<file path="src/rtl/rst_sequencer_pkg.sv">
// Shared state encoding and counter sizing for the reset sequencer.
package rst_sequencer_pkg;

    typedef enum logic [2:0] {
        S_RESET     = 3'd0,
        S_WAIT_LOCK = 3'd1,
        S_HOLD_BUS  = 3'd2,
        S_HOLD_CORE = 3'd3,
        S_RUN       = 3'd4
    } state_t;

    // Width large enough to hold the largest of the three cycle counts.
    function automatic int cnt_width(input int a, input int b, input int c);
        int m;
        m = a;
        if (b > m) m = b;
        if (c > m) m = c;
        return $clog2(m + 1);
    endfunction

endpackage

</file>
<file path="src/rtl/rst_sync_ff.sv">
// Two-flop synchronizer with asynchronous active-low clear.
module rst_sync_ff (
    input  logic clk,
    input  logic rst_n,
    input  logic d,
    output logic q
);

    logic meta;

    always_ff @(posedge clk or negedge rst_n) begin
        if (!rst_n) begin
            meta <= 1'b0;
            q    <= 1'b0;
        end else begin
            meta <= d;
            q    <= meta;
        end
    end

endmodule

</file>
<file path="src/rtl/rst_sequencer.sv">
// Bus/core reset sequencer gated by DCM lock and a board push-button.
// RST_SEQUENCER_DEBOUNCE_EN selects a debounced button; otherwise a synchronized rising edge is used.
//
// state       | meaning
// S_RESET     | just out of power-on reset
// S_WAIT_LOCK | both resets asserted, waiting for synchronized lock
// S_HOLD_BUS  | lock seen, counting the bus hold period
// S_HOLD_CORE | bus released, counting the core release delay
// S_RUN       | both resets released, ready
module rst_sequencer #(
    parameter int HOLD_CYCLES     = 16,
    parameter int CORE_DELAY      = 4,
    parameter int DEBOUNCE_CYCLES = 50000
) (
    input  logic clk_i,
    input  logic rst_n_i,
    input  logic dcm_locked_i,
    input  logic button_i,
    output logic rst_bus_o,
    output logic rst_core_o,
    output logic ready_o
);

    import rst_sequencer_pkg::*;

    localparam int CW = cnt_width(HOLD_CYCLES, CORE_DELAY, DEBOUNCE_CYCLES);

    logic          lock_s;
    logic          btn_s;
    logic          btn_accept;
    logic [CW-1:0] cnt;
    state_t        state;

    rst_sync_ff u_sync_lock (
        .clk   (clk_i),
        .rst_n (rst_n_i),
        .d     (dcm_locked_i),
        .q     (lock_s)
    );

    rst_sync_ff u_sync_btn (
        .clk   (clk_i),
        .rst_n (rst_n_i),
        .d     (button_i),
        .q     (btn_s)
    );

`ifdef RST_SEQUENCER_DEBOUNCE_EN
    logic [CW-1:0] deb_cnt;

    // Saturates at DEBOUNCE_CYCLES so a held button accepts exactly once.
    always_ff @(posedge clk_i or negedge rst_n_i) begin
        if (!rst_n_i) begin
            deb_cnt <= '0;
        end else if (!btn_s) begin
            deb_cnt <= '0;
        end else if (deb_cnt != CW'(DEBOUNCE_CYCLES)) begin
            deb_cnt <= deb_cnt + 1'b1;
        end
    end

    assign btn_accept = btn_s && (deb_cnt == CW'(DEBOUNCE_CYCLES - 1));
`else
    logic btn_s_d;

    always_ff @(posedge clk_i or negedge rst_n_i) begin
        if (!rst_n_i) begin
            btn_s_d <= 1'b0;
        end else begin
            btn_s_d <= btn_s;
        end
    end

    assign btn_accept = btn_s & ~btn_s_d;
`endif

    always_ff @(posedge clk_i or negedge rst_n_i) begin
        if (!rst_n_i) begin
            state      <= S_RESET;
            cnt        <= '0;
            rst_bus_o  <= 1'b1;
            rst_core_o <= 1'b1;
            ready_o    <= 1'b0;
        end else begin
            unique case (state)
                S_RESET: begin
                    state <= S_WAIT_LOCK;
                end
                S_WAIT_LOCK: begin
                    rst_bus_o  <= 1'b1;
                    rst_core_o <= 1'b1;
                    ready_o    <= 1'b0;
                    if (lock_s) begin
                        cnt   <= CW'(HOLD_CYCLES - 1);
                        state <= S_HOLD_BUS;
                    end
                end
                S_HOLD_BUS: begin
                    if (!lock_s) begin
                        state <= S_WAIT_LOCK;
                    end else if (cnt == '0) begin
                        rst_bus_o <= 1'b0;
                        cnt       <= CW'(CORE_DELAY - 1);
                        state     <= S_HOLD_CORE;
                    end else begin
                        cnt <= cnt - 1'b1;
                    end
                end
                S_HOLD_CORE: begin
                    if (!lock_s) begin
                        rst_bus_o <= 1'b1;
                        state     <= S_WAIT_LOCK;
                    end else if (cnt == '0) begin
                        rst_core_o <= 1'b0;
                        ready_o    <= 1'b1;
                        state      <= S_RUN;
                    end else begin
                        cnt <= cnt - 1'b1;
                    end
                end
                S_RUN: begin
                    // Lock loss and button in the same cycle collapse into one re-entry.
                    if (!lock_s || btn_accept) begin
                        rst_bus_o  <= 1'b1;
                        rst_core_o <= 1'b1;
                        ready_o    <= 1'b0;
                        state      <= S_WAIT_LOCK;
                    end
                end
                default: begin
                    rst_bus_o  <= 1'b1;
                    rst_core_o <= 1'b1;
                    ready_o    <= 1'b0;
                    state      <= S_RESET;
                end
            endcase
        end
    end

endmodule

</file>
<file path="config.mk">
export PLATFORM = sky130hd
export DESIGN_NAME = rst_sequencer
export DESIGN_NICKNAME = d
export VERILOG_FILES = /design/src/rtl/rst_sequencer_pkg.sv /design/src/rtl/rst_sync_ff.sv /design/src/rtl/rst_sequencer.sv
export SDC_FILE = /design/constraint.sdc
export NUM_CORES = 1
export LEC_CHECK = 0
export BUFFER_PORTS_ARGS = -buffer_cell sky130_fd_sc_hd__buf_2
export CORE_MARGIN = 1.5
export CORE_UTILIZATION = 50
export CTS_BUF_LIST = sky130_fd_sc_hd__clkbuf_8 sky130_fd_sc_hd__clkbuf_16
export CTS_CLUSTER_DIAMETER = 50
export CTS_CLUSTER_SIZE = 8
export DETAILED_ROUTE_END_ITERATION = 10
export MAX_ROUTING_LAYER = met4
export PLACE_DENSITY_LB_ADDON = 0.3
export SLEW_MARGIN = 0
export SYNTH_ARGS = -nofsm -noshare
export SYNTH_HDL_FRONTEND = slang
export SYNTH_SLANG_ARGS = --single-unit
</file>
<file path="constraint.sdc">
create_clock -name clk_i -period 2.6 [get_ports clk_i]
set_input_delay 0.39 -clock clk_i [delete_from_list [all_inputs] [get_ports clk_i]]
set_output_delay 0.39 -clock clk_i [all_outputs]
set_load 0.005 [all_outputs]
</file>
==> flow_summary.toml <==
[clock_tree]
ctsHoldBuffers = 0
clk_pin_slew_ns = 0.09
cts_resized = 0
clk_path_buf_depth = 2
cts_buffers = 3
clockRootBuffer = "clkbuf_8"
cts_tree = "yes"
cts_sinks = 27
post_cts_buffers = 0
cts_max_level = 1
worstSkewPairLatency_ns = 0.27

[setup_path]
worstPathRequired_ns = 2.80
crit_family = "simple AND/OR/NAND/NOR gates"
cp.arrival_ns = 2.39
cpPeakStageDelay_ns = 0.49
crit_slowest_cell = "or4_1"
start_kind = "flop"
critPathBufInv = 1
crit_path_cell_trace = "inv_1 -> ha_1 -> nor3b_1 -> and4_1 -> a21o_1 -> or4_1 -> a21oi_1"
cp_num_cells = 7
r2r_cells = 7
path_class = "flop to flop"
worstPathMaxFanout = 11
critPathCaptureType = "flop"

[logic_synthesis]
synthArstFlopShare_pct = 100
synth_warnings = 0
synth_seq_cells = 27
synth_top_area_share_pct = 45.2
synth-edff-count = 0
yosysSeqAreaShare_pct = 49.0
synth_xor_xnor_area_share_pct = 1.90
synth-adder-area-share_pct = 1.81
synth_area_leaders = "dfrtp_1 (45%), a21oi_1 (4.3%), dfstp_2 (3.8%), o21ai_0 (3.6%), nor2_1 (3.3%)"
synthCells = 139
synth_compound_area_share_pct = 18.4
yosysTopAreaCell = "dfrtp_1"
synthFlopType = "dfrtp_1"
yosys.area_share.simple_pct = 23.9
ys_types = 44
syn_area_um2 = 1380
synth_top_family_by_area = "simple AND/OR/NAND/NOR gates"
synth.mux.area_fraction_pct = 0.724
synth_fp_nets = 145
synth_area_per_cell_um2 = 9.95

[power_and_ir_drop]
powerDensity_nw_per_um2 = 519
p_clk_share_pct = 30.6
sequentialPowerShare_pct = 59.5
total_leakage_power_nw = 0.641
switching_power_mw = 0.195
intPower_mw = 0.572
vdd_drop_max_mv = 0.502
pwr-share-comb_pct = 9.9
p_total_mw = 0.767
switching_share_pct = 25.4

[final_layout]
final_cell_area_um2 = 1480
area.growth.synth_to_final_pct = 6.88
fin_cells = 175
post-route-util_pct = 58.1
n_antenna_cell = 0
fin_nets = 152
regMostFlops = "cnt"
reg_top3 = "cnt (16), state (3)"
drive_gt1_share_pct = 15.9
largest_reg_flops = 16

[detailed_routing]
vias_per_cell = 6.11
drt_drc_violations_left = 0
first_iter_violations = 27
ant_nets = 0
firstDrtPassIters = 4
routed_wl_um = 2640
num_vias = 1069
wl_per_cell_um = 15.1

[sta]
slew_headroom_pct = 61.8
worst_slew_pin_slew_ns = 0.574
finalHoldViolations = 0
rsz0062_at_grt = "false"
finalSetupViolCount = 0
period_needed_ns = 2.18
hold_ws_ns = 0.107
setup_slack_ns = 0.416
drv_slew = 0
clock_skew_ns = 0.00410
max_freq_mhz = 458
finalSetupTns_ns = 0
finalCritPeriodShare_pct = 84.0

[floorplanning]
io_pins = 7
rows = 18
die_area_um2 = 3090
core_um2 = 2540
fp.dieH_um = 55.6
die_w_um = 55.6
initial_core_util_pct = 54.3

[outcome]
outcome = "completed"

[placed_design]
dpl_cell_area_um2 = 1430
dp_hpwl_um = 1950
io_buffers = 6
place_inst = 171
gp_congestion = 0.918
post-place-ws_ns = 0.445

[worst_hold_path]
hold_path.class = "input pin to async pin"

[flow_run]
maxCapViolations = 0

[global_routing]
grt_overflow = 0
grt_first_pass_wirelength_um = 4760
grt_max_degree = 28
grt_usage_pct = 19.7
grt_pass1_vias = 1063
antenna_found_initial = 0
==> cells by family (layout without fill, tap and decap cells) <==
| family | count (synthesis) | count (layout) |
|---|---|---|
| and+or+nand+nor | 55 | 55 |
| AOI/OAI and AO/OA | 39 | 39 |
| DFF | 27 | 27 |
| buffers and inverters | 12 | 18 |
| xor gates and xnor gates | 3 | 3 |
| adders and majority gates | 2 | 2 |
| muxes | 1 | 1 |
==> synth_stat cells, types with 2 or more instances <==
master / number
ha_1: 2
o21ai_0: 10
buf_2: 2
or4_1: 3
o31ai_1: 2
a211oi_2: 2
a22o_1: 2
nor2_1: 12
or3_1: 7
clkbuf_1: 2
nand2_1: 6
a21oi_1: 12
nor3_1: 3
nor3b_1: 2
dfrtp_1: 25
o2111ai_1: 2
nand3_1: 4
inv_1: 5
nor4_1: 3
xnor2_1: 3
o21a_1: 2
nor2b_1: 5
dfstp_2: 2
==> power by group through the flow <==
| stage | registers [mW] | clock network [mW] | logic (mW) |
|---|---|---|---|
| global placement | 0.462 | 0 | 0.0727 |
| floorplan | 0.457 | 0 | 0.0548 |
| CTS | 0.456 | 0.243 | 0.0762 |
| global route | 0.460 | 0.261 | 0.0875 |
| finish | 0.457 | 0.235 | 0.0760 |
| detailed placement | 0.464 | 0 | 0.0752 |
==> area by class of cell <==
cell class | count | area (µm²)
inverter | 6 | 22.5
clock inverter | 1 | 7.51
clock buffer | 3 | 41.3
tap | 30 | 37.5
sequential | 27 | 678
multi-input combinational | 100 | 646
fill | 230 | 1070
timing repair buffer | 8 | 45.0
==> worst register-to-register path, stage by stage (launching register included) <==
cell	delay (ns)
dfrtp_1	0.44
inv_1	0.09
ha_1	0.23
nor3b_1	0.16
and4_1	0.29
a21o_1	0.28
or4_1	0.49
a21oi_1	0.15
==> path summary, 6_finish.rpt <==
kind	startpoint	endpoint	slack (ns)
max reg2reg	cnt[0]$_DFFE_PN0P_	cnt[13]$_DFFE_PN0P_	0.42
max	cnt[0]$_DFFE_PN0P_	cnt[13]$_DFFE_PN0P_	0.42
max in group asynchronous	rst_n_i	rst_core_o$_DFFE_PN1P_	2.12
min in group clk_i	button_i	u_sync_btn.meta$_DFF_PN0_	0.22
min reg2reg	u_sync_btn.meta$_DFF_PN0_	u_sync_btn.q$_DFF_PN0_	0.35
min	rst_n_i	cnt[15]$_DFFE_PN0P_	0.11
==> layout by cell type, fill, tap and decap left out, drive strengths merged <==
cell	netlist	layout
a22oi	1	1
nand3	4	4
and3b	1	1
clkbuf	2	3
a211oi	3	3
nor2	13	13
nor3b	2	2
inv	6	6
a22o	2	2
o21ai	10	10
dfrtp	25	25
o22a	1	1
a21oi	12	12
clkinvlp	0	1
nand2b	1	1
xnor2	3	3
dfstp	2	2
a21boi	1	1
a21o	2	2
o2111ai	2	2
mux2i	1	1
nor4	5	5
buf	4	8
nand4	1	1
o22ai	1	1
nand2	6	6
or3	7	7
nor3	4	4
or4	3	3
and4b	1	1
o21a	2	2
o31ai	2	2
ha	2	2
nor2b	5	5
and4	1	1
or2	1	1
==> per-layer routing <==
layer / GRT usage (%) / part of all wire (%) / wire [µm] / up-vias
met4: 6.62 / 2.3 / 62 / 0
met3: 4.19 / 3.6 / 96 / 8
li1: - / - / - / 519
met2: 30.1 / 46 / 1220 / 31
met5: - / 0 / 0 / -
met1: 26.2 / 48 / 1260 / 511
No activity file was read; power rests on OpenSTA's default activity.
